==> config.mk <==
export PLATFORM = sky130hd
export DESIGN_NAME = keyboard_playback_ctrl
export DESIGN_NICKNAME = d
export VERILOG_FILES = /design/src/rtl/kbd_pkg.sv /design/src/rtl/kbd_fifo.sv /design/src/rtl/keyboard_playback_ctrl.sv
export SDC_FILE = /design/constraint.sdc
export NUM_CORES = 1
export LEC_CHECK = 0
export CORE_MARGIN = 1.5
export CORE_UTILIZATION = 55
export CTS_BUF_LIST = sky130_fd_sc_hd__clkbuf_8
export CTS_CLUSTER_SIZE = 25
export DETAILED_ROUTE_END_ITERATION = 12
export PLACE_DENSITY = 0.75
export SLEW_MARGIN = 30
export SYNTH_ARGS = -nofsm -noshare
export SYNTH_HDL_FRONTEND = slang
export SYNTH_HIERARCHICAL = 1
export SYNTH_SLANG_ARGS = --single-unit
==> constraint.sdc <==
create_clock -name clk -period 2.65 [get_ports clk]
set_clock_uncertainty 0.15 [all_clocks]
set_input_delay 0.53 -clock clk [delete_from_list [all_inputs] [get_ports clk]]
set_output_delay 0.53 -clock clk [all_outputs]
set_load 0.005 [all_outputs]
==> src/rtl/kbd_pkg.sv <==
// Shared definitions for the keyboard playback controller: character codes,
// FSM state type and the announceable-character classifier.
package kbd_pkg;

  localparam logic [7:0] CH_E     = 8'h45;
  localparam logic [7:0] CH_D     = 8'h44;
  localparam logic [7:0] CH_F     = 8'h46;
  localparam logic [7:0] CH_B     = 8'h42;
  localparam logic [7:0] CH_R     = 8'h52;
  localparam logic [7:0] CH_0     = 8'h30;
  localparam logic [7:0] CH_9     = 8'h39;
  localparam logic [7:0] CH_PLUS  = 8'h2B;
  localparam logic [7:0] CH_MINUS = 8'h2D;
  localparam logic [7:0] CH_EQ    = 8'h3D;

  typedef enum logic [2:0] {
    ST_IDLE,
    ST_DECODE,
    ST_ANNOUNCE,
    ST_WAIT_AUDIO,
    ST_DONE
  } kbd_state_t;

  function automatic logic is_announceable(input logic [7:0] c);
    return ((c >= CH_0) && (c <= CH_9)) || (c == CH_PLUS) ||
           (c == CH_MINUS) || (c == CH_EQ);
  endfunction

endpackage

==> src/rtl/kbd_fifo.sv <==
// Synchronous keystroke FIFO; pointers carry one extra wrap bit so that
// full and empty are distinguishable without a separate counter.
module kbd_fifo #(
  parameter int unsigned W     = 8,
  parameter int unsigned DEPTH = 4
) (
  input  logic                     clk,
  input  logic                     rst,
  input  logic                     push,
  input  logic                     pop,
  input  logic [W-1:0]             wr_data,
  output logic [W-1:0]             rd_data,
  output logic                     full,
  output logic                     empty,
  output logic [$clog2(DEPTH):0]   count
);
  localparam int unsigned AW = $clog2(DEPTH);

  logic [W-1:0] mem [DEPTH];
  logic [AW:0]  wr_ptr, rd_ptr;
  logic         do_push, do_pop;

  // A push into a full FIFO is still accepted when the head leaves the same cycle
  assign do_pop  = pop && !empty;
  assign do_push = push && (!full || do_pop);

  assign empty   = (wr_ptr == rd_ptr);
  assign full    = (wr_ptr[AW] != rd_ptr[AW]) && (wr_ptr[AW-1:0] == rd_ptr[AW-1:0]);
  assign count   = wr_ptr - rd_ptr;
  assign rd_data = mem[rd_ptr[AW-1:0]];

  always_ff @(posedge clk or posedge rst) begin
    if (rst) begin
      wr_ptr <= '0;
      rd_ptr <= '0;
    end else begin
      if (do_push) wr_ptr <= wr_ptr + 1'b1;
      if (do_pop)  rd_ptr <= rd_ptr + 1'b1;
    end
  end

  always_ff @(posedge clk) begin
    if (do_push) mem[wr_ptr[AW-1:0]] <= wr_data;
  end

endmodule

==> src/rtl/keyboard_playback_ctrl.sv <==
// Keystroke-driven playback controller: buffers keystrokes, applies transport
// commands and hands announceable characters to the audio path.
module keyboard_playback_ctrl
  import kbd_pkg::*;
#(
  parameter int unsigned CHAR_W         = 8,
  parameter int unsigned FIFO_DEPTH     = 4,
  parameter int unsigned TIMEOUT_CYCLES = 50_000_000
) (
  input  logic                          clk,
  input  logic                          reset,
  input  logic                          read_keyboard_flag,
  input  logic [CHAR_W-1:0]             character,
  input  logic                          audio_done_flag,
  output logic [CHAR_W-1:0]             valid_char,
  output logic                          read_addr_start,
  output logic                          error_flag,
  output logic                          play_en,
  output logic                          direction,
  output logic                          restart,
  output logic [$clog2(FIFO_DEPTH):0]   fifo_count,
  output logic                          led0
);
  localparam int unsigned TW = (TIMEOUT_CYCLES > 1) ? $clog2(TIMEOUT_CYCLES) : 1;
  localparam logic [TW-1:0] T_LAST = (TIMEOUT_CYCLES == 0) ? '0 : TW'(TIMEOUT_CYCLES - 1);

  kbd_state_t          state, state_n;
  logic [CHAR_W-1:0]   head, hold;
  logic                fifo_full, fifo_empty, fifo_pop, overflow;
  logic [TW-1:0]       tcnt;
  logic                timeout_hit;
  logic [7:0]          hold_lo;
  logic                hi_zero, is_cmd, is_ann;
  logic [CHAR_W-1:0]   vc_d;
  logic                ras_d, err_d, pe_d, dir_d, rs_d, led_d;

  assign fifo_pop = (state == ST_IDLE) && !fifo_empty;
  assign overflow = read_keyboard_flag && fifo_full && !fifo_pop;

  kbd_fifo #(.W(CHAR_W), .DEPTH(FIFO_DEPTH)) u_fifo (
    .clk     (clk),
    .rst     (reset),
    .push    (read_keyboard_flag),
    .pop     (fifo_pop),
    .wr_data (character),
    .rd_data (head),
    .full    (fifo_full),
    .empty   (fifo_empty),
    .count   (fifo_count)
  );

  // Wider character codes only match when their upper bits are clear
  assign hold_lo = hold[7:0];
  assign hi_zero = ((hold >> 8) == '0);
  assign is_cmd  = hi_zero && (hold_lo inside {CH_E, CH_D, CH_F, CH_B, CH_R});
  assign is_ann  = hi_zero && is_announceable(hold_lo);

  assign timeout_hit = (TIMEOUT_CYCLES != 0) && (state == ST_WAIT_AUDIO) && (tcnt == T_LAST);

  always_ff @(posedge clk or posedge reset) begin
    if (reset) state <= ST_IDLE;
    else       state <= state_n;
  end

  always_comb begin
    state_n = state;
    case (state)
      ST_IDLE:       if (!fifo_empty) state_n = ST_DECODE;
      ST_DECODE:     state_n = is_ann ? ST_ANNOUNCE : ST_IDLE;
      ST_ANNOUNCE:   state_n = ST_WAIT_AUDIO;
      ST_WAIT_AUDIO: if (audio_done_flag || timeout_hit) state_n = ST_DONE;
      ST_DONE:       state_n = ST_IDLE;
      default:       state_n = ST_IDLE;
    endcase
  end

  always_comb begin
    vc_d  = valid_char;
    ras_d = read_addr_start;
    err_d = overflow;
    pe_d  = play_en;
    dir_d = direction;
    rs_d  = 1'b0;
    led_d = led0;
    case (state)
      ST_DECODE: begin
        if (is_cmd) begin
          led_d = ~led0;
          case (hold_lo)
            CH_E:    pe_d = 1'b1;
            CH_D:    pe_d = 1'b0;
            CH_F:    dir_d = 1'b1;
            CH_B:    dir_d = 1'b0;
            default: begin
              rs_d  = 1'b1;
              dir_d = 1'b1;
              pe_d  = 1'b1;
            end
          endcase
        end else if (is_ann) begin
          led_d = ~led0;
          vc_d  = hold;
          ras_d = 1'b1;
        end else begin
          err_d = 1'b1;
        end
      end
      ST_WAIT_AUDIO: if (!audio_done_flag && timeout_hit) err_d = 1'b1;
      ST_DONE: begin
        vc_d  = '0;
        ras_d = 1'b0;
      end
      default: ;
    endcase
  end

  always_ff @(posedge clk or posedge reset) begin
    if (reset) begin
      valid_char      <= '0;
      read_addr_start <= 1'b0;
      error_flag      <= 1'b0;
      play_en         <= 1'b0;
      direction       <= 1'b1;
      restart         <= 1'b0;
      led0            <= 1'b0;
      hold            <= '0;
      tcnt            <= '0;
    end else begin
      valid_char      <= vc_d;
      read_addr_start <= ras_d;
      error_flag      <= err_d;
      play_en         <= pe_d;
      direction       <= dir_d;
      restart         <= rs_d;
      led0            <= led_d;
      if (fifo_pop) hold <= head;
      if (state == ST_ANNOUNCE)        tcnt <= '0;
      else if (state == ST_WAIT_AUDIO) tcnt <= tcnt + 1'b1;
    end
  end

endmodule
== Word level (Yosys, flattened, before mapping) ==
Memory sizes are Yosys's and may differ from the RTL's. A register that Yosys moved wholly into a read port is not among the register bits.
Index checks and enable logic that the tools add are counted.
Operators by class
  equal/unequal tests: 20
  order comparisons: 2
  reductions and logical operators: 31
  bitwise operators: 3
  muxes and demuxes: 25
  add/sub/neg operators: 4
Operators by type and width (number)
  two-way mux 26 bit: 2
  equality test 8 x 7 -> 1 bit, second input constant: 5
  adder 26 x 1 -> 26 bit, second input constant: 1
  equality test 26 bit, second input constant: 1
  equality test 8 x 6 -> 1 bit, second input constant: 3
  two-way mux 8 bit: 2
  one-hot mux 8 bit (2 select lines): 1
  two-way mux 1 bit: 12
  one-hot mux 3 bit (4 select lines): 1
  logical AND 1 bit: 9
  AND reduction 3 bit: 3
  >= comparator 8 x 6 -> 1 bit, second input constant: 1
  less-or-equal comparator 8 x 6 -> 1 bit, second input constant: 1
  one-hot mux 1 bit (2 select lines): 4
  adder 3 x 1 -> 3 bit, second input constant: 2
  equality test 3 x 2 -> 1 bit, second input constant: 2
  two-way mux 3 bit: 2
  != test 2 bit, second input constant: 3
  nonzero test 2 bit: 3
  logical OR 1 bit: 5
  nonzero test 5 bit: 1
  logical NOT 1 bit: 4
  AND reduction 2 bit: 2
  OR reduction 2 bit: 2
  other kinds (11): 13
Storage, ports and cells
  RAM bits: 32
  input bits: 12
  register bits: 49
  word-level logic and storage cells: 97
  memories kept: 1
Memory list
  u_fifo.mem: words 4, bits a word 8, rd ports 1, clocked after Yosys merged registers in 1, write ports 1, RTL line kbd_fifo.sv:19  | logic [W-1:0] mem [DEPTH];

== Logic depth before layout (Yosys ltp) ==
Gate-level depths: netlist of run 1.
  depth after elaboration: 8
  mapped depth: 10

== Hierarchy ==
Netlist of run 1, hierarchy kept.
Modules (own cells, without submodules)
  keyboard_playback_ctrl: instances 1, area each 2452.4 um^2, sequential area each 1277.5 um^2, cells each 250
  kbd_fifo: instances 1, area each 1612.8 um^2, sequential area each 1111.1 um^2, cells each 88

== Worst setup path after synthesis of run 1 ==
Ideal clock, no wire load.
  path type: register to register
  start point: register u_fifo.rd_ptr[1]
  end point: memory u_fifo.mem[3][0] (enable)
  path slack: -211 ps
  cell stages (with the launch flop): 11
  data arrival time: 2402 ps
  path buffers: 2
  cell sequence: dfrtp_1 -> clkbuf_1 -> inv_1 -> ha_1 -> nand2_1 -> nor2_1 -> nor4_2 -> buf_2 -> nand3b_1 -> o21a_2 -> and2_2
On the way
  word-level cells in the longest chain between the ends: 8
  elaborated cells between the ends (all ways): 11
  classes of those cells: eq/ne: 2; mux: 2; reduce/logical: 7
Ends and longest elaborated chain
  from (decl): RTL line kbd_fifo.sv:20  | logic [AW:0] wr_ptr, rd_ptr;
  from (signal assigned): RTL line kbd_fifo.sv:38  | if (do_pop) rd_ptr <= rd_ptr + 1'b1;
  equality test 3 bit: RTL line kbd_fifo.sv:27  | assign empty = (wr_ptr == rd_ptr);
  named net fifo_empty: RTL line keyboard_playback_ctrl.sv:29  | logic fifo_full, fifo_empty, fifo_pop, overflow;
  logical NOT 1 bit
  logical AND 1 bit: RTL line keyboard_playback_ctrl.sv:37  | assign fifo_pop = (state == ST_IDLE) && !fifo_empty;
  named net fifo_pop: RTL line keyboard_playback_ctrl.sv:29
  logical AND 1 bit: RTL line kbd_fifo.sv:24  | assign do_pop = pop && !empty;
  logical OR 1 bit: RTL line kbd_fifo.sv:25  | assign do_push = push && (!full || do_pop);
  logical AND 1 bit: RTL line kbd_fifo.sv:25
  two-way mux 1 bit: RTL line kbd_fifo.sv:43  | if (do_push) mem[wr_ptr[AW-1:0]] <= wr_data;
  two-way mux 1 bit (implied by the code): RTL line kbd_fifo.sv:43
  to (decl): RTL line kbd_fifo.sv:19
The timed path passes the listed nets, and every way through them passes these cells.

== Worst setup path after layout of run 1 ==
  start point: register u_fifo.wr_ptr[0]
  end point: output port fifo_count[2]
On the way
  word-level cells in the longest chain between the ends: 1
Ends and longest elaborated chain
  from (decl): RTL line kbd_fifo.sv:20
  from (signal assigned): RTL line kbd_fifo.sv:37  | if (do_push) wr_ptr <= wr_ptr + 1'b1;
  subtractor 3 bit: RTL line kbd_fifo.sv:29  | assign count = wr_ptr - rd_ptr;
  to (decl): RTL line keyboard_playback_ctrl.sv:21  | output logic [$clog2(FIFO_DEPTH):0] fifo_count,
Every way passes these cells.

==> results.txt, run 1 <==
Post-Syn Instances: 338
Post-synth top flop: dfrtp_1
Hold Path Class: in -> async
Peak Freq: 0.4058 GHz
Vias per cell: 5.523
First-pass GRT wire length: 12,410 um
Gpl congestion: 0.8090
Vias in the first global route: 2,573
CTS tree: done
Setup tns final: 0 ps
Cell row count: 31
Gr ovfl total: 0
Fraction of layout cells with a size suffix above 1: 0.1398
Tcrit/Tclk final: 0.9300
H-tree depth: 3
P&R area growth vs syn: 15.33%
Clk pin slew, worst setup/hold paths: 90 ps
Synthesized Nets: 359
Top Ports: 29
Post-route cell area: 0.004688 mm2
Die Y: 88.97 um
Hpwl dp: 5284 um
Maximum clock path buffer count: 2
Nets: 395
Initial antenna violation count: 0
Final cell count without fillers: 478
Vias: 2,640
DP Cell Count: 461
Crit path arrival time: 1780 ps
Mapped Area: 0.004065 mm2
Critical-path top delay cell: fa_1
Crit. End Element: output pin
Slowest stage delay, CP: 380 ps
# setup viols final: 0
Pre-antenna DRT Iters: 4
Netlist cell types: 53
Status: finished, final reports clean
Worst-path cell chain: inv_2 -> ha_1 -> fa_1 -> xnor2_1 -> dlygate4sd2_1
Setup crit start kind: flip-flop
Lkg Pwr: 1.962 nW
Slew Viols, Final: 0
Initial Utilization: 0.5635
Post-synth EDFFs: 32
Peak VDD IR: 728.1 uV
Post-route DRC: 0
Fin util: 0.6498
CP required: 1970 ps
Max Cap Viol: 0
Least-Margin Pin Slew: 584.6 ps
CTS Sinks: 89
Ys Warns: 6
Num CTS Buffers: 9
Chip width: 88.97 um
Max FO, Critical Path: 4
Min Tclk post-route: 2464 ps
Average wire per standard cell: 15.62 um
Root Buffer: clkbuf_8
Register area share after synthesis: 0.5876
Syn_area_per_cell: 12.03 um2
Routed WL: 7464 um
CORE AREA: 0.007214 mm2
Pwr Total: 4.752 mW
GRT Util Overall: 0.2084
Async SR Flop Fraction: 0.6404
Pwr/cell area: 1014 mW/mm2
FF+latch count, synth: 89
Post-route ant nets: 0
Critical path class: reg -> out
Final hold viol count: 0
Filler cells: 565
Clk_lat worst skew: 360 ps
Hold buffers post-CTS: 0
Unrepaired setup endpoints after global routing: no
Largest net degree at the start of global routing: 52
Initial DRC count: 208
N_diodes: 0
Area after DPL: 0.004481 mm2
Slew HR: 0.6067
Area of the die: 0.007916 mm2
IO buf count: 28
-- state kept, by name, indices dropped and copies added (netlist names) --
register / cells
restart: 1
hold: 8
error_flag: 1
u_fifo/mem: 32
u_fifo/wr_ptr: 3
direction: 1
valid_char: 8
play_en: 1
state: 3
u_fifo/rd_ptr: 3
tcnt: 26
led0: 1
read_addr_start: 1
-- stage by stage --
stage / hold slack (ps) / setup WS [ps]
6_report: 296.4 / 185.6
5_1_grt: 324.0 / 91.10
4_1_cts: 300.4 / 174.1
3_5_place_dp: 314.5 / 233.2
3_3_place_gp: 311.2 / 265.4
2_1_floorplan: 171.0 / 25.12
-- synth_stat cells, drive strengths merged (2+ instances only) --
master  instances  area share
nand3          18       0.025
and3            5      0.0077
xor2            5       0.011
and2            5      0.0089
mux4            8       0.044
or2             2      0.0031
xnor2           6       0.013
a21oi           9       0.011
mux2i          10       0.025
nand4b          2      0.0043
or4             2      0.0037
o21ai          21       0.026
o211ai          5      0.0092
nor2           21       0.019
buf             5      0.0071
ha              8       0.025
edfxtp         32        0.24
clkbuf          3      0.0028
nor4            7       0.018
mux2            7       0.020
inv            20       0.018
nand4          10       0.017
o22ai           3      0.0046
a31oi           3      0.0046
o31ai           3      0.0055
dfrtp          56        0.34
nand3b          2      0.0068
nor3            3      0.0049
nand2          46       0.043
-- power by group --
group | leakage [nW] | total [mW] | internal (mW) | switching, mW
Combinational | 0.820 | 1.77 | 0.879 | 0.887
Clock | 0.104 | 0.947 | 0.447 | 0.499
Sequential | 1.04 | 2.04 | 1.78 | 0.261
Total | 1.96 | 4.75 | 3.11 | 1.65
-- routing by layer --
layer	part of all wire	up-vias	GRT usage
met4	0.013	0	0.06573
met5	0	-	0
met2	0.47	79	0.3230
met3	0.046	11	0.05171
li1	-	1301	-
met1	0.47	1249	0.2935
-- final cells by class --
cell class,count,area (um2),share of cell area
clock buffers,9,123.9,0.02642
repair buffers,33,327.8,0.06992
flip-flops and latches,89,2389,0.5095
well taps,99,123.9,0.02642
inverters,20,75.07,0.01601
multi-input cells,221,1570,0.3349
clock inverters,7,78.83,0.01681
-- worst max-delay path, delay by kind of cell, from the launching register on --
family | cells | cell delay, ps
xor gates and xnor gates | 1 | 170
adders and majority gates | 2 | 590
buffers and inverters | 2 | 320
DFF | 1 | 370
-- repair_timing --
| action | CTS | global route |
|---|---|---|
| resized for setup | 3 | 0 |
| setup endpoints to repair | 2 | 0 |
| buffers inserted | 1 | 0 |
-- worst paths after layout --
path                                  start               end  slack [ps]  cells after the start
min                                   reset  u_fifo/wr_ptr[2]         300                      2
max reg2reg                u_fifo/rd_ptr[1]  u_fifo/mem[0][5]         280                      8
max in group asynchronous             reset         direction        1650                      3
max                        u_fifo/wr_ptr[0]     fifo_count[2]         190                      5
min reg2reg                            led0              led0         330                      1
min in group clk                       led0              led0         330                      1
-- cells by family (layout without fill, tap and decap cells) --
group,count (synthesis),count (layout),share of synthesized area
flops,89,89,0.5876
fa+ha+maj,9,9,0.02955
buf+inv,28,69,0.02831
mux,25,25,0.08926
simple gates,128,128,0.1711
compound gates,48,48,0.07048
xor+xnor,11,11,0.02370
-- layout by cell type, fill, tap and decap left out, types with 2 or more instances in the layout --
cell type | netlist | final
dfrtp_1 | 56 | 56
nand2_1 | 45 | 45
edfxtp_1 | 32 | 32
clkdlybuf4s50_1 | 0 | 26
nor2_1 | 21 | 21
inv_1 | 20 | 19
o21ai_0 | 19 | 19
nand3_1 | 16 | 16
mux2i_1 | 10 | 10
a21oi_1 | 9 | 9
nand4_1 | 9 | 9
clkbuf_8 | 0 | 9
ha_1 | 8 | 8
mux4_2 | 8 | 8
mux2_2 | 6 | 6
xnor2_1 | 6 | 6
xor2_1 | 5 | 5
and3_1 | 5 | 5
o211ai_1 | 5 | 5
nor4_1 | 4 | 4
buf_4 | 2 | 4
and2_2 | 4 | 4
o22ai_1 | 3 | 3
o31ai_1 | 3 | 3
a31oi_1 | 3 | 3
nand3_2 | 2 | 2
nor4_4 | 1 | 2
or4_1 | 2 | 2
o21ai_1 | 2 | 2
nor3_1 | 2 | 2
nand4b_1 | 2 | 2
inv_2 | 0 | 2
inv_6 | 0 | 2
dlygate4sd2_1 | 0 | 2
(Power assumes the default switching activity.)
==> inputs of run 2 (changes only) <==
CAP_MARGIN = 40   (was default)
CORE_UTILIZATION = 59   (was 55)
DONT_BUFFER_PORTS = 1   (was default)
SYNTH_HIERARCHICAL = default   (was 1)
==> run 2 against run 1 <==
The run now ends with DRC left. Cell count shrank 16%. First-iteration DRC count shrank 34%. Global-route usage shrank 0.27 points. Critical path depth grew 1. Clock-buffer cell count is the same. Hold slack lost 180 ps. Wire length shrank 10%. Sequential share of layout area grew 4.5 points. Setup slack gained 130 ps. Critical path type is now reg -> reg. Largest cell class unchanged. Largest power group unchanged.
==> results.txt, run 2 <==
Post-route ant nets: 0 (unchanged)
Largest net degree at the start of global routing: 23 (was 52)
Peak Freq: 0.4278 GHz (was 0.4058 GHz)
Clk pin slew, worst setup/hold paths: 90 ps (about the same)
Synthesized Nets: 332 (was 359)
Maximum clock path buffer count: 2 (unchanged)
Gr ovfl total: 0 (unchanged)
Commonest non-fill, non-tap cell in the layout: dfrtp_1 (unchanged)
Vias per cell: 5.868 (was 5.523)
Die Y: 85.34 um (was 88.97 um)
Initial DRC count: 137 (was 208)
Worst path depth: 6 (was 5)
# setup viols final: 0 (unchanged)
Post-CTS setup buffers: 0 (was 1)
Kind of cell adding the most delay to the critical path: simple AND/OR/NAND/NOR gates (was adder cells)
Post-Syn Instances: 311 (was 338)
Worst-path cell chain: inv_1 -> ha_1 -> nand2_1 -> nor3_1 -> nor2b_1 -> and2_1 (was inv_2 -> ha_1 -> fa_1 -> xnor2_1 -> dlygate4sd2_1)
FF+latch count, synth: 89 (unchanged)
Vias: 2,347 (was 2,640)
Slowest stage delay, CP: 460 ps (was 380 ps)
Max Cap Viol: 0 (unchanged)
Largest cells by area after synthesis: dfrtp_1, edfxtp_1, mux4_2, nand2_1, mux2_2 (was dfrtp_1, edfxtp_1, mux4_2, nand2_1, ha_1)
Chip width: 85.34 um (was 88.97 um)
Average wire per standard cell: 16.76 um (was 15.62 um)
CTS Sinks: 89 (unchanged)
Ys Warns: 0 (was 6)
Status: complete, but fails checks (was finished, final reports clean)
CP required: 2510 ps (was 1970 ps)
Async SR Flop Fraction: 0.6404 (unchanged)
Reg2Reg Depth: 6 (was 8)
Synth area leader: dfrtp_1 (unchanged)
Min Tclk post-route: 2338 ps (was 2464 ps)
Critical-path top delay cell: and2_1 (was fa_1)
Final cell count without fillers: 400 (was 478)
Most frequent cell after synthesis: dfrtp_1 (unchanged)
Post-route DRC: 1 (was 0)
Slew HR: 0.5536 (was 0.6067)
Register area share after synthesis: 0.5971 (was 0.5876)
Slew Viols, Final: 0 (unchanged)
Filler cells: 468 (was 565)
Hold buffers post-CTS: 1 (was 0)
Crit. End Element: flip-flop (was output pin)
Post-synth EDFFs: 32 (unchanged)
Peak VDD IR: 568.8 uV (was 728.1 uV)
Num CTS Buffers: 9 (unchanged)
Top Ports: 29 (unchanged)
IO buf count: 0 (was 28)
Failing checks: DRC
CTS tree: done (unchanged)
Critical path class: reg -> reg (was reg -> out)
Lkg Pwr: 1.792 nW (was 1.962 nW)
Post-CTS sizing: 0 (was 3)
Mapped Area: 0.004000 mm2 (was 0.004065 mm2)
Area of the die: 0.007283 mm2 (was 0.007916 mm2)
Tcrit/Tclk final: 0.8821 (was 0.9300)
Pwr Total: 4.297 mW (was 4.752 mW)
H-tree depth: 3 (unchanged)
Post-synth top flop: dfrtp_1 (unchanged)
Crit path arrival time: 2200 ps (was 1780 ps)
Gpl congestion: 0.7646 (was 0.8090)
Setup tns final: 0 ps (unchanged)
Clk_lat worst skew: 360 ps (about the same)
P&R area growth vs syn: 7.632% (was 15.33%)
Crit path buf inv count: 1 (was 2)
GRT Util Overall: 0.2057 (was 0.2084)
Max FO, Critical Path: 9 (was 4)
Vias in the first global route: 2,417 (was 2,573)
Hpwl dp: 4856 um (was 5284 um)
Unrepaired setup endpoints after global routing: no (unchanged)
First-pass GRT wire length: 11,580 um (was 12,410 um)
Initial antenna violation count: 0 (unchanged)
Fraction of layout cells with a size suffix above 1: 0.1672 (was 0.1398)
Syn_area_per_cell: 12.86 um2 (was 12.03 um2)
Max reg flops: 32 (unchanged)
Most frequent cells in the layout: dfrtp_1, nand2_1, edfxtp_1 (unchanged)
Least-Margin Pin Slew: 668.0 ps (was 584.6 ps)
Nets: 339 (was 395)
Root Buffer: clkbuf_8 (unchanged)
CORE AREA: 0.006459 mm2 (was 0.007214 mm2)
Hold Path Class: in -> reg (was in -> async)
Reg-to-reg setup timing slack: 310 ps (was 280 ps)
Cell row count: 29 (was 31)
Setup crit start kind: flip-flop (unchanged)
WHS Path Cells: 0
Pwr/cell area: 998.0 mW/mm2 (was 1014 mW/mm2)
Initial Utilization: 0.6193 (was 0.5635)
DP Cell Count: 383 (was 461)
Most frequent cells after synthesis: dfrtp_1, nand2_1, edfxtp_1 (unchanged)
Pre-antenna DRT Iters: 8 (was 4)
Share of the synthesized area in the top cell type: 0.3503 (was 0.3447)
Netlist cell types: 51 (was 53)
Routed WL: 6704 um (was 7464 um)
N_diodes: 0 (unchanged)
Final hold viol count: 0 (unchanged)
## run 2: changes by cell type in the layout (fill, tap and decap cells not counted), sizes merged, moves of 5 or more
cell,before,now
o21ai,21,14
nor4,7,2
inv,24,13
a21oi,9,4
nand2,46,39
clkdlybuf4s50,26,0
nor2,21,15
o31ai,3,8
## run 2: logic make-up (layout without fill, tap and decap cells)
logic type,after synthesis,after routing,share of synthesized area
AND/OR/NAND/NOR,116,116,0.1611
flip-flops,89,89,0.5971
AO/OA/AOI/OAI,41,41,0.07414
multiplexers,25,25,0.09040
buffers and inverters,19,31,0.02095
XOR/XNOR,12,12,0.02628
adder cells (fa/ha/maj),9,9,0.03003
## run 2: layout make-up
cell class,count,area (um2),share of cell area
clock buffers,9,123.9,0.02877
well taps,77,96.34,0.02238
clock inverters,7,83.83,0.01947
repair buffers,7,55.05,0.01279
inverters,8,30.03,0.006975
flip-flops and latches,89,2389,0.5548
multi-input cells,203,1528,0.3548
## run 2: worst register-to-register path: stages, from the launching register on
cell and delay [ps]:
dfrtp_1 410, inv_1 140, ha_1 280, nand2_1 90
nor3_1 60, nor2b_1 400, and2_1 460
## run 2: final timing paths
check,from,end
max reg2reg,u_fifo.wr_ptr[0],u_fifo.mem[3][4]
min in group asynchronous,reset,valid_char[7]
min,character[2],u_fifo.mem[3][2]
max in group asynchronous,reset,direction
min reg2reg,tcnt[23],tcnt[23]
max,u_fifo.wr_ptr[0],u_fifo.mem[3][4]
## run 2: stage by stage
stage / area [um2] / hold WS, ps / setup slack [ps] / util
after CTS: 4305 / 101.9 / 296.4 / 0.6666
after floorplan: 4000 / 288.2 / 339.6 / -
after global placement: 4088 / 284.9 / 487.7 / 0.6329
after detailed placement: 4088 / 285.8 / 337.3 / 0.6329
after global routing: 4305 / 89.17 / 118.5 / 0.6666
final: 4305 / 114.9 / 312.4 / 0.6666
## run 2: where the power goes
group          leakage [nW]  switching (mW)  internal [mW]  total (mW)
registers              1.04           0.256           1.78        2.04
logic                 0.648           0.667          0.618        1.28
clock network         0.108           0.516          0.458       0.974
total                  1.79            1.44           2.86        4.30
## run 2: routing by layer
| layer | share of wire | vias up | track usage | wire length (um) |
|---|---|---|---|---|
| li1 | - | 1153 | - | - |
| met1 | 0.42 | 1141 | 0.2580 | 2846 |
| met2 | 0.52 | 48 | 0.3506 | 3472 |
| met3 | 0.048 | 5 | 0.05545 | 325 |
| met4 | 0.0091 | 0 | 0.06598 | 61 |
| met5 | 0 | - | 0 | 0 |
==> inputs of run 3 (changes only) <==
CTS_CLUSTER_DIAMETER = 200   (was default)
==> results of run 3 <==
No change in the layout: final DEF, timing and power equal those of run 2.
==> RTL change 1 (flow settings as in run 3) <==
Re-encode `kbd_state_t` (5 states) as Gray code, 3 bits wide.
--- a/src/rtl/kbd_pkg.sv
+++ b/src/rtl/kbd_pkg.sv
@@ -16,7 +16,7 @@
   typedef enum logic [2:0] {
-    ST_IDLE,
-    ST_DECODE,
-    ST_ANNOUNCE,
-    ST_WAIT_AUDIO,
-    ST_DONE
+    ST_IDLE       = 3'b000,
+    ST_DECODE     = 3'b001,
+    ST_ANNOUNCE   = 3'b011,
+    ST_WAIT_AUDIO = 3'b010,
+    ST_DONE       = 3'b110
   } kbd_state_t;
Formal check against the unedited RTL: no difference found for any inputs over 4 cycles, from zero or initial values and one cycle with reset high; so few cycles prove little.
==> RTL change 1 against run 3 <==
Routed wire length grew 1.0%. Power shrank 0.25%. Area after synthesis grew 0.44%. Combinational power grew 6%. Sequential cell count is the same. Utilization grew 0.33 points. The run still ends with DRC left. Worst setup slack lost 0.0011 ns. Cell area grew 0.49%.
==> RTL change 1: results (changes against run 3) <==
| Metric | Reported | Unit | Change |
|---|---|---|---|
| Multi-input combinational gate total | 216 | - | +6.4% |
| Switch Pwr | 1.47 | mW | +2.0% |
| Violations in the final reports | DRC | - |  |
| Worst-Margin Slew | 0.710 | ns | +0.0425 ns |
| Met2 track demand over resource | 29.8 | % | -5.2 points |
| Inverters, non-clock | 9 | - | +1 |
| Number of non-clock buffers in the layout | 9 | - | +2 |
| Initial DRC count | 142 | - | +3.6% |
| Routed wire length on met3 | 332 | um | +2.2% |
| Sink Count | 89 | - | unchanged |
| Fraction of area in clock buffers and inverters | 4.31 | % | -0.52 points |
| Cell types with the highest counts after synthesis | 56 x dfrtp_1, 40 x nand2_1, 32 x edfxtp_1, 21 x o21ai_0, 13 x nand3_1 | - |  |
| Maximum number of pins on one net before global-route repair | 58 | - | +150% |
| Dpl hpwl | 4610 | um | -5.2% |
| Final wirelength | 6770 | um | +1.0% |
| Syn nets | 345 | - | +3.9% |
| Endpoint of the worst hold-timing path | u_fifo.mem[3][4] | - |  |
| Crit-path max FO | 4 | - | -5 |
| Reg2Reg Depth | 5 | - | -1 |
| Leakage dissipation | 1.79 | nW | -0.16% |
| Buffering overhead | 1.91 | % | +0.63 points |
| Clock power share | 20.3 | % | -2.4 points |
| Destination of the critical timing path | fifo_count[2] | - |  |
| Via count | 2,469 | - | +5.2% |
| DRC | 3 | - | +2 |
| Vias in the first global route | 2,412 | - | -0.21% |
| Met1 usage in global routing | 29.0 | % | +3.2 points |
| Outcome | finished with violations | - |  |
| Critical register-to-register path endpoint | tcnt[19] | - |  |
| Total of clock buffers placed in the layout | 10 | - | +1 |
| Number of vias per cell after detailed routing | 5.94 | - | +1.2% |
| Number of unique standard cell types used by synthesis | 46 | - | -9.8% |
| Global-route track usage on met3 | 5.29 | % | -0.25 points |
| Total track usage | 20.4 | % | -0.19 points |
| Switch share | 34.2 | % | +0.74 points |
| Ratio of cells with drive above 1 in the final layout | 13.6 | % | -3.1 points |
| Share of synthesized area occupied by flip-flops and latches | 59.5 | % | -0.26 points |
| Detail Route met2 WL | 2960 | um | -15% |
| Placer congestion estimate | 0.833 | - | +8.9% |
| Proportion of power drawn by flip-flops and latches | 48.0 | % | +0.6 points |
| Timing-limited maximum frequency | 428 | MHz | about the same |
| Detailed-routing wirelength on met1 | 3380 | um | +19% |
| Wire length of the first global-routing pass | 11,400 | um | -1.3% |
| Worst IR Drop VDD | 0.615 | mV | +8.2% |
| Data arrival time of the critical path | 1.66 | ns | -0.54 ns |
| Cell count after placement | 399 | - | +4.2% |
==> RTL change 1: changes by cell type after synthesis, sizes merged, moves of 3 or more <==
cell	run 3	this run
mux2i	8	12
nand4	6	10
nor2	15	12
o211ai	9	4
o21ai	14	21
o31ai	8	5
==> RTL change 1: metrics by stage <==
stage          util (%)  area [um2]  hold slack (ns)
2_1_floorplan         -        4020            0.287
3_3_place_gp       63.9        4130            0.308
3_5_place_dp       63.9        4130            0.317
4_1_cts            67.0        4330            0.101
5_1_grt            67.0        4330           0.0845
6_report           67.0        4330            0.115
==> RTL change 1: cell families after synthesis <==
logic type | share of synthesized area, %
AO/OA/AOI/OAI | 6.66
XOR/XNOR | 1.96
adder cells (fa/ha/maj) | 2.99
buffers and inverters | 2.24
flip-flops | 59.5
multiplexers | 10.3
AND/OR/NAND/NOR | 16.4
==> RTL change 1: worst max-delay path, cell delays in order, from the launching register on <==
cell and delay, ns:
dfrtp_1 0.38, inv_1 0.10, ha_1 0.20, fa_1 0.38
xnor2_1 0.25
==> RTL change 2 (flow settings as in run 3) <==
Made on the original files. Change the parameter `TIMEOUT_CYCLES` from 50_000_000 to 12_500_000.
--- a/src/rtl/keyboard_playback_ctrl.sv
+++ b/src/rtl/keyboard_playback_ctrl.sv
@@ -7,3 +7,3 @@
   parameter int unsigned FIFO_DEPTH     = 4,
-  parameter int unsigned TIMEOUT_CYCLES = 50_000_000
+  parameter int unsigned TIMEOUT_CYCLES = 12_500_000
 ) (
Formal check against the unedited RTL: same outputs for any inputs over 10 cycles, from zero or initial values and one cycle with reset high; that may be too few to reach the edited logic, so the function may still have changed.
==> RTL change 2 against run 3 <==
Worst setup slack better by 0.0013 ns. Routed wire length up 1.9%. Power up 1.5%. Cell area down 1.0%. The run still ends with DRC left. Sequential cell count down 2. Sequential share of layout area down 0.60 points. Area after synthesis down 1.0%.
==> RTL change 2: results (changes against run 3) <==
| Metric | Reported | Unit | Change |
|---|---|---|---|
| Placer congestion estimate | 0.826 | - | +8.0% |
| Antenna diode count | 0 | - | unchanged |
| Placed standard-cell area | 0.00406 | mm2 | -0.73% |
| Ratio of cells with drive above 1 in the final layout | 13.5 | % | -3.3 points |
| Worst-Margin Slew | 0.803 | ns | +0.135 ns |
| Source-to-sink clock delay at the later pin of the worst-skew pair | 0.36 | ns | about the same |
| Outcome | finished with violations | - |  |
| Class of the worst hold path | in2reg | - |  |
| Wire length of the first global-routing pass | 11,700 | um | +1.3% |
| Worst IR Drop VDD | 0.729 | mV | +28% |
| Maximum number of pins on one net before global-route repair | 31 | - | +35% |
| Initial DRC count | 142 | - | +3.6% |
| Share of synthesized area occupied by flip-flops and latches | 59.1 | % | -0.66 points |
| Endpoint of the worst hold-timing path | u_fifo.mem[2][2] | - |  |
| DP Worst Slack | 0.456 | ns | +0.118 ns |
| Syn Area/Cell | 12.5 | um2 | -2.6% |
| Crit-path max FO | 4 | - | -5 |
| Worst reg-to-reg setup slack | 0.39 | ns | +0.08 ns |
| Worst hold margin | 0.104 | ns | -0.0111 ns |
| Worst-path clk slew | 0.10 | ns |  |
| Data arrival time of the critical path | 1.66 | ns | -0.54 ns |
| Final standard cell count with taps included and fillers excluded | 404 | - | +1.0% |
| Reg2Reg Depth | 5 | - | -1 |
| Syn nets | 337 | - | +1.5% |
| Wire per inst | 16.9 | um | +0.89% |
| Total track usage | 21.0 | % | +0.40 points |
| Maximum clock path buffer count | 2 | - | unchanged |
| Synth area leaders | dfrtp_1 34%, edfxtp_1 24%, mux4_2 4.5%, mux2_2 2.6%, ha_1 2.5% | - |  |
| DRC | 6 | - | +5 |
| Critical path startpoint | u_fifo.wr_ptr[0] | - |  |
| Number of iterations in the first detailed-routing pass | 9 | - | +1 |
| Vias in the first global route | 2,469 | - | +2.2% |
| Number of unique standard cell types used by synthesis | 53 | - | +3.9% |
| Cell count after placement | 387 | - | +1.0% |
| RR Startpoint | tcnt[0] | - |  |
| Fraction of synthesis flops using an asynchronous set or reset pin | 63.2 | % | -0.83 points |
| Cell types with the highest counts after synthesis | 54 x dfrtp_1, 32 x edfxtp_1, 25 x nand2_1, 17 x nor2_1, 14 x inv_1 | - |  |
| Via count | 2,449 | - | +4.3% |
| Violations in the final reports | DRC | - |  |
| Leakage dissipation | 1.71 | nW | -4.7% |
| Dpl hpwl | 4770 | um | -1.7% |
| Critical register-to-register path endpoint | tcnt[20] | - |  |
==> RTL change 2: changes by cell type after synthesis, sizes merged, moves of 5 or more <==
cell | run 3 | this run
nand3 | 14 | 9
nand2 | 39 | 25
or3 | 2 | 8
o211ai | 9 | 3
or4 | 1 | 6
inv | 8 | 14
a21oi | 4 | 11
xor2 | 3 | 9
==> RTL change 2: cell type report <==
class	instances	area (um2)
repair buffers	6	60.1
fillers	465	2160
clock buffers	9	124
well taps	77	96.3
inverters	14	52.6
flip-flops and latches	87	2340
multi-input cells	204	1520
clock inverters	7	70.1
==> RTL change 2: critical path, stage by stage (launching register included) <==
cell     delay, ns
dfrtp_1       0.38
inv_1         0.11
ha_1          0.21
fa_1          0.38
xnor2_1       0.23
==> RTL change 2: report_power, final <==
part	switching (mW)	internal, mW
Sequential	0.288	1.76
Clock	0.526	0.371
Combinational	0.727	0.685
==> RTL change 2: cells by family (layout without fill, tap and decap cells) <==
group,Yosys count,after routing,share of synthesized area [%]
mux,23,23,8.63
simple gates,109,109,15.4
xor+xnor,16,16,3.54
buf+inv,25,36,2.56
fa+ha+maj,9,9,3.03
flops,87,87,59.1
compound gates,47,47,7.84
==> RTL change 2: worst max path at each step <==
stage / end / slack [ns] / cells after the start
floorplan: u_fifo.mem[3][0] / 0.44 / 6
global placement: tcnt[20] / 0.52 / 5
detailed placement: tcnt[20] / 0.46 / 5
CTS: fifo_count[2] / 0.28 / 4
global route: tcnt[20] / 0.19 / 5
finish: fifo_count[2] / 0.31 / 4
==> RTL change 2: layer usage <==
layer | global-route usage, % | wire (um)
met1 | 30.3 | 3290
met2 | 31.3 | 3070
met3 | 4.96 | 374
met4 | 8.05 | 95
met5 | 0 | 0
